`src/rtl/cpu_isa_pkg.sv`:
```
// Shared ISA constants for the pipelined CPU: opcode encodings,
// field widths, the HALT instruction word and the prog_mem state type.
package cpu_isa_pkg;

    localparam int OPC_W = 5;
    localparam int OPR_W = 4;

    localparam logic [OPC_W-1:0] OPC_ADD  = 5'b00000;
    localparam logic [OPC_W-1:0] OPC_SUB  = 5'b00001;
    localparam logic [OPC_W-1:0] OPC_AND  = 5'b00010;
    localparam logic [OPC_W-1:0] OPC_OR   = 5'b00011;
    localparam logic [OPC_W-1:0] OPC_XOR  = 5'b00100;
    localparam logic [OPC_W-1:0] OPC_LDI  = 5'b01000;
    localparam logic [OPC_W-1:0] OPC_LD   = 5'b01001;
    localparam logic [OPC_W-1:0] OPC_ST   = 5'b01010;
    localparam logic [OPC_W-1:0] OPC_JMP  = 5'b10000;
    localparam logic [OPC_W-1:0] OPC_BEQ  = 5'b10001;
    localparam logic [OPC_W-1:0] OPC_NOP  = 5'b11000;
    localparam logic [OPC_W-1:0] OPC_HALT = 5'b11010;

    localparam logic [OPC_W+OPR_W-1:0] HALT_WORD = {OPC_HALT, {OPR_W{1'b0}}};

    typedef enum logic {
        ST_LOAD = 1'b0,
        ST_RUN  = 1'b1
    } pm_state_e;

endpackage

```
`src/rtl/prog_mem_ram.sv`:
```
// Single-port instruction array: synchronous write, synchronous read,
// no reset on the storage or the read register.
module prog_mem_ram #(
    parameter int W     = 9,
    parameter int DEPTH = 256,
    parameter int AW    = $clog2(DEPTH)
) (
    input  logic          clk,
    input  logic          we,
    input  logic          re,
    input  logic [AW-1:0] addr,
    input  logic [W-1:0]  wdata,
    output logic [W-1:0]  rdata
);

    logic [W-1:0] mem [DEPTH];

    always_ff @(posedge clk) begin
        if (we) mem[addr] <= wdata;
        if (re) rdata <= mem[addr];
    end

endmodule

```
`src/rtl/prog_mem.sv`:
```
// Loadable instruction memory: sequential loader in LOAD, valid/ready
// fetch with one-cycle registered response in RUN.
module prog_mem
    import cpu_isa_pkg::*;
#(
    parameter int                 INSTR_W   = 9,
    parameter int                 PC_W      = 16,
    parameter int                 DEPTH     = 256,
    parameter logic [INSTR_W-1:0] HALT_WORD = cpu_isa_pkg::HALT_WORD,
    localparam int                LW        = $clog2(DEPTH) + 1
) (
    input  logic               clk,
    input  logic               rst_n,
    input  logic               load_start,
    input  logic               load_valid,
    input  logic [INSTR_W-1:0] load_data,
    input  logic               load_done,
    output logic               load_err,
    output logic [LW-1:0]      prog_len,
    output logic               running,
    input  logic               fetch_valid,
    input  logic [PC_W-1:0]    fetch_pc,
    output logic               fetch_ready,
    output logic               instr_valid,
    output logic [INSTR_W-1:0] instr,
    output logic               instr_oor,
    input  logic               instr_ready
);

    localparam int AW = LW - 1;

    pm_state_e          state_q, state_d;
    logic               in_load;
    logic               full;
    logic               wr;
    logic               accept;
    logic               in_range;
    logic               hit_q;
    logic [AW-1:0]      ram_addr;
    logic [INSTR_W-1:0] ram_rdata;

    assign in_load     = (state_q == ST_LOAD);
    assign running     = (state_q == ST_RUN);
    assign full        = (prog_len == LW'(DEPTH));
    assign wr          = in_load && load_valid && !load_start && !full;
    assign fetch_ready = running && (!instr_valid || instr_ready);
    assign accept      = fetch_valid && fetch_ready;
    // Full-width compare so PCs at or beyond DEPTH never alias into the array
    assign in_range    = {1'b0, fetch_pc} < (PC_W + 1)'(prog_len);
    assign ram_addr    = in_load ? prog_len[AW-1:0] : fetch_pc[AW-1:0];
    assign instr       = hit_q ? ram_rdata : HALT_WORD;

    prog_mem_ram #(
        .W     (INSTR_W),
        .DEPTH (DEPTH),
        .AW    (AW)
    ) u_ram (
        .clk   (clk),
        .we    (wr),
        .re    (accept && in_range),
        .addr  (ram_addr),
        .wdata (load_data),
        .rdata (ram_rdata)
    );

    always_comb begin
        state_d = state_q;
        if (load_start)
            state_d = ST_LOAD;
        else if (in_load && load_done)
            state_d = ST_RUN;
    end

    always_ff @(posedge clk or negedge rst_n) begin
        if (!rst_n) begin
            state_q  <= ST_LOAD;
            prog_len <= '0;
            load_err <= 1'b0;
        end else begin
            state_q <= state_d;
            if (load_start) begin
                prog_len <= '0;
                load_err <= 1'b0;
            end else if (wr) begin
                prog_len <= prog_len + 1'b1;
            end else if (in_load && load_valid && full) begin
                load_err <= 1'b1;
            end
        end
    end

    // Response register; a load_start drops any pending response
    always_ff @(posedge clk or negedge rst_n) begin
        if (!rst_n) begin
            instr_valid <= 1'b0;
            hit_q       <= 1'b0;
            instr_oor   <= 1'b0;
        end else if (load_start) begin
            instr_valid <= 1'b0;
        end else if (accept) begin
            instr_valid <= 1'b1;
            hit_q       <= in_range;
            instr_oor   <= !in_range;
        end else if (instr_ready) begin
            instr_valid <= 1'b0;
        end
    end

endmodule

```
`config.mk`:
```
export PLATFORM = sky130hd
export DESIGN_NAME = prog_mem
export DESIGN_NICKNAME = d
export VERILOG_FILES = /design/src/rtl/cpu_isa_pkg.sv /design/src/rtl/prog_mem_ram.sv /design/src/rtl/prog_mem.sv
export SDC_FILE = /design/constraint.sdc
export NUM_CORES = 2
export LEC_CHECK = 0
export CAP_MARGIN = 20
export CORE_MARGIN = 4
export CORE_UTILIZATION = 32
export DETAILED_ROUTE_END_ITERATION = 10
export PLACE_DENSITY = 0.53
export SETUP_SLACK_MARGIN = 0.3
export SYNTH_ARGS = -nofsm -noshare
export SYNTH_HDL_FRONTEND = slang
export SYNTH_SLANG_ARGS = --single-unit
```
`constraint.sdc`:
```
create_clock -name clk -period 4.35 [get_ports clk]
set_input_delay 0.435 -clock clk [delete_from_list [all_inputs] [get_ports clk]]
set_output_delay 0.435 -clock clk [all_outputs]
set_load 0.1 [all_outputs]
```
==> summary.md <==
The flow ran to the end, and the final reports show no timing, DRC or antenna violations. The library cell used most frequently in the layout, excluding fill and tap cells, is sky130_fd_sc_hd__edfxtp_1. The tools report the post-detailed-placement half-perimeter wirelength as 158500 um.

From bottom edge to top edge, the die measures 538.0 um. Dividing the synthesized area by the synthesized cell count gives 19.58 um2. The number of cells on the worst reg-to-reg path works out to 9. No sink is reached through more buffers than the 3 on the longest clock path. The worst-case IR drop observed on VDD is 394.5 uV. The clock drives 2327 sinks. The internal reg-to-reg setup slack is 0.36 ns. The layout has 25197 filler cells. In this run the remaining antenna-violating nets after routing total 0. Clock skew on the completed layout was measured at 0.05089 ns. The share of layout cells above drive strength 1 is 0.2565.

The library cells used most frequently in the layout, excluding fill and tap cells, are sky130_fd_sc_hd__edfxtp_1 (2313), sky130_fd_sc_hd__mux4_2 (486), sky130_fd_sc_hd__nand2_1 (472). Total number of nets in the final design: 5145. At the pin with the least slew margin, the transition time is 1.313 ns.

Setup violations remaining at the end of the flow were counted as 0. The design draws 48.45 mW. The largest fanout of any net on the critical path was 39; the total number of vias was 46902.

The tightest hold path in the finished design has a slack of 0.1051 ns. The final design instance area without fill came out at 0.1062 mm2. Class of the worst hold path: input port to register.

Synthesis produced a netlist whose cell count is 4592. The run gives 0.7765 as the sequential fraction of the synthesis area. The clock share of power is 0.417, and the via count normalized by instance count is 5.191.

The post-route DRC violation count was 0. The number of different library cells used by synthesis comes to 47. The nature of the critical path startpoint was a register. In this run the clock root is driven by a sky130_fd_sc_hd__clkbuf_16.

In this run the cell area of the synthesized design comes to 0.08990 mm2. Counting flops and latches in the post-synthesis netlist gives 2327. The floorplan step defined a core boundary enclosing 0.2794 mm2. Type of destination of the critical path: a register. Counting the buffers created by CTS gives 235. The first global-routing pass estimated 356000 um of wire. TritonCTS built the clock tree.

The sequential share of power was 0.509. The startpoint identified for the worst register-to-register timing path is running. The tools report the post-synth net total as 4634. At the worst endpoint, the required time is 4.94 ns. The tightest slew margin relative to the limit is 0.1248.

From synthesis to final layout, the design area changed by 18.13%. The count of endpoints failing hold in the final timing report was 0. The initialized floorplan defines 194 standard-cell rows. Power spread over the standard cell area amounts to 456.2 mW/mm2. The overall routing resource usage is 0.1698. The critical path goes through buf_4 > mux2_8 > buf_4 > mux4_2 > a22oi_1 > nand4_1 > o21a_1 > a221oi_2 > nand4_1. The fraction of synthesis flops using an asynchronous set or reset pin came out at 0.006016.

Entering global routing, the biggest net connects 132 pins. In this run the tool buffered the top-level ports with 54 buffer cells. For the fraction of power consumed by combinational cells, the log shows 0.074. The tools report the initial antenna violation count as 17.

The switching part of the total power is 0.2225, and the net switching power figure is 10.78 mW. The logs give 0.00003686 ns for the minimum setup slack after placement and 4.59 ns for the data arrival time of the worst path. The area of the die came out at 0.2895 mm2. Counting flops with a built-in enable in the synthesized netlist gives 2313. Among all flip-flop cells after synthesis, the most frequent one is sky130_fd_sc_hd__edfxtp_1.

Number of max-slew violations in the final report: 0. The placed instances occupy a cell area of 0.09839 mm2. The logs give 0.2504 GHz for the highest achievable clock rate and 47439 for the via count of the first global-routing pass.

Critical path class: register to register. The slowest cell on the critical path was sky130_fd_sc_hd__dfrtp_2. The run gives 248300 um as the total routed wirelength. The tools report the capturing point of the worst reg2reg path as u_ram.rdata[7]. During I/O placement, the number of pins put on the boundary was 55. Cell internal power was estimated by the tool at 37.67 mW. The part of the cycle the worst path needs works out to 0.9180. Total of warnings raised by yosys: 0. The tools report the source of the critical timing path as running. The detailed router finished its first iteration with 5309 violations. Summed over all layers, the global routing overflow is 0. The H-tree generated during clock tree synthesis spans 4 levels. The horizontal die dimension came out at 538.0 um.

The tool flagged a number of max-cap violations equal to 0. The effective utilization at floorplan is 0.3218. Setup repair after global routing could not meet its margin everywhere. The smallest clock period supported by the final layout is computed as 3.993 ns. The post-layout worst setup margin is 0.3569 ns, and the clock slew at the register clock pins of the worst setup and hold paths is 0.06 ns.

For the number of buffers inserted by post-CTS setup repair, the log shows 0. The number of detailed-route iterations in the first pass is 5, and the cell leakage power is 33.05 nW. Routability-driven placement finished with a final weighted congestion of 0.8407. Clock latency on the worst-skew pair, taken at its later pin, is 0.89 ns.

On the worst path, the slowest cell contributes a delay of 0.57 ns. Following the worst setup path forward leads to its endpoint at u_ram.rdata[7]. Dividing the detail-routed wire length by the instance count gives 27.48 um.
==> power by group through the flow <==
stage                     clock (mW)  sequential [mW]  combinational, mW
after detailed placement           0             25.2               3.64
after global routing            21.6             24.7               3.81
after floorplan                    0             25.2               1.94
after CTS                       20.6             24.7               3.65
final                           20.2             24.7               3.58
after global placement             0             25.1               3.62
==> worst max-delay path, delay by kind of cell (launching register included) <==
family | cells | cell delay, ns
AOI/OAI and AO/OA | 3 | 1.26
DFF | 1 | 0.57
buffers and inverters | 2 | 0.52
muxes | 2 | 0.83
and+or+nand+nor | 2 | 0.48
==> cells in the mapped netlist (2+ instances only) <==
library cell	instances	area share
sky130_fd_sc_hd__o32ai_1	4	0.00039
sky130_fd_sc_hd__a22oi_1	198	0.017
sky130_fd_sc_hd__o21ai_0	7	0.00039
sky130_fd_sc_hd__nand3b_1	2	0.00017
sky130_fd_sc_hd__a22o_1	9	0.00088
sky130_fd_sc_hd__and2_1	29	0.0020
sky130_fd_sc_hd__xnor2_1	7	0.00068
sky130_fd_sc_hd__a31oi_1	36	0.0025
sky130_fd_sc_hd__buf_4	10	0.00084
sky130_fd_sc_hd__mux4_2	486	0.12
sky130_fd_sc_hd__nor3_1	3	0.00017
sky130_fd_sc_hd__o21a_1	20	0.0017
sky130_fd_sc_hd__nor4_1	3	0.00021
sky130_fd_sc_hd__edfxtp_1	2313	0.77
sky130_fd_sc_hd__o31ai_1	9	0.00075
sky130_fd_sc_hd__or3b_2	3	0.00029
sky130_fd_sc_hd__inv_1	10	0.00042
sky130_fd_sc_hd__a21o_1	4	0.00033
sky130_fd_sc_hd__mux2_2	3	0.00038
sky130_fd_sc_hd__dfrtp_1	14	0.0039
sky130_fd_sc_hd__a21oi_1	4	0.00022
sky130_fd_sc_hd__clkbuf_1	126	0.0053
sky130_fd_sc_hd__o31a_1	2	0.00019
sky130_fd_sc_hd__buf_6	6	0.00075
sky130_fd_sc_hd__nor2_1	296	0.012
sky130_fd_sc_hd__buf_2	95	0.0053
sky130_fd_sc_hd__nand2b_1	7	0.00049
sky130_fd_sc_hd__or3_1	3	0.00021
sky130_fd_sc_hd__and4_1	18	0.0018
sky130_fd_sc_hd__nand2_1	484	0.020
sky130_fd_sc_hd__buf_1	19	0.00079
sky130_fd_sc_hd__nand4_1	47	0.0033
sky130_fd_sc_hd__nor2_2	6	0.00042
sky130_fd_sc_hd__and3_1	72	0.0050
sky130_fd_sc_hd__mux2i_1	5	0.00056
sky130_fd_sc_hd__a211oi_1	19	0.0016
sky130_fd_sc_hd__o41ai_1	18	0.0018
sky130_fd_sc_hd__ha_1	10	0.0014
sky130_fd_sc_hd__a221oi_2	9	0.0015
sky130_fd_sc_hd__nand3_1	169	0.0094
==> kinds of logic (layout without fill, tap and decap cells) <==
group | Yosys count | in the layout | share of synthesized area
XOR/XNOR | 7 | 7 | 0.0006820
adder cells (fa/ha/maj) | 10 | 10 | 0.001392
other | 0 | 6 | 0
AO/OA/AOI/OAI | 344 | 344 | 0.02931
buffers and inverters | 266 | 980 | 0.01335
flip-flops | 2327 | 2327 | 0.7765
multiplexers | 494 | 494 | 0.1227
AND/OR/NAND/NOR | 1144 | 1144 | 0.05611
==> per-stage QoR <==
stage / utilization / std cells / TNS [ns]
2_1_floorplan: - / 4592 / 0
3_3_place_gp: 0.3520 / 8581 / -0.08723
3_5_place_dp: 0.3522 / 8585 / 0
4_1_cts: 0.3799 / 9027 / 0
5_1_grt: 0.3801 / 9033 / 0
6_report: 0.3801 / 9036 / 0
==> repair_timing <==
| action | in CTS | in global routing |
|---|---|---|
| endpoints found under the hold margin | 65 | 0 |
| pin swaps | 0 | 0 |
| gates resized for setup | 1 | 4 |
| endpoints found under the setup margin | 1 | 26 |
| hold buffers | 2 | 0 |
==> layout make-up <==
type | count | area, um2 | share of cell area
inverters | 10 | 37.54 | 0.0003534
repair buffers | 530 | 4853 | 0.04570
flip-flops and latches | 2327 | 69810 | 0.6573
multi-input cells | 1999 | 19100 | 0.1798
well taps | 3724 | 4659 | 0.04387
diodes | 6 | 15.01 | 0.0001414
clock buffers | 282 | 6121 | 0.05763
clock inverters | 158 | 1608 | 0.01514
==> metal layers <==
metal,GRT usage,vias to the layer above,part of all wire
met1,0.2380,25291,0.43
met4,0.04789,4,0.027
met5,0,-,0.00011
met3,0.02688,334,0.059
met2,0.2753,1500,0.48
li1,-,19773,-
==> state kept, by name, summed over array words and instances, names as in the netlist <==
| name | flops |
|---|---|
| u_ram.rdata | 9 |
| running | 1 |
| instr_valid | 1 |
| u_ram.mem | 2304 |
| hit_q | 1 |
| load_err | 1 |
| prog_len | 9 |
| instr_oor | 1 |
==> how the worst min path moves through the flow <==
stage | startpoint | endpoint | slack [ns] | cells after the start
2_1_floorplan | rst_n | hit_q | 0.14 | 0
3_3_place_gp | instr_valid | instr_valid | 0.57 | 2
3_5_place_dp | instr_valid | instr_valid | 0.58 | 2
4_1_cts | load_data[3] | u_ram.mem[195][3] | 0.05 | 1
5_1_grt | load_data[3] | u_ram.mem[194][3] | 0.08 | 1
6_report | load_data[6] | u_ram.mem[51][6] | 0.11 | 1
Note: power is estimated with default switching activity, not from simulation.
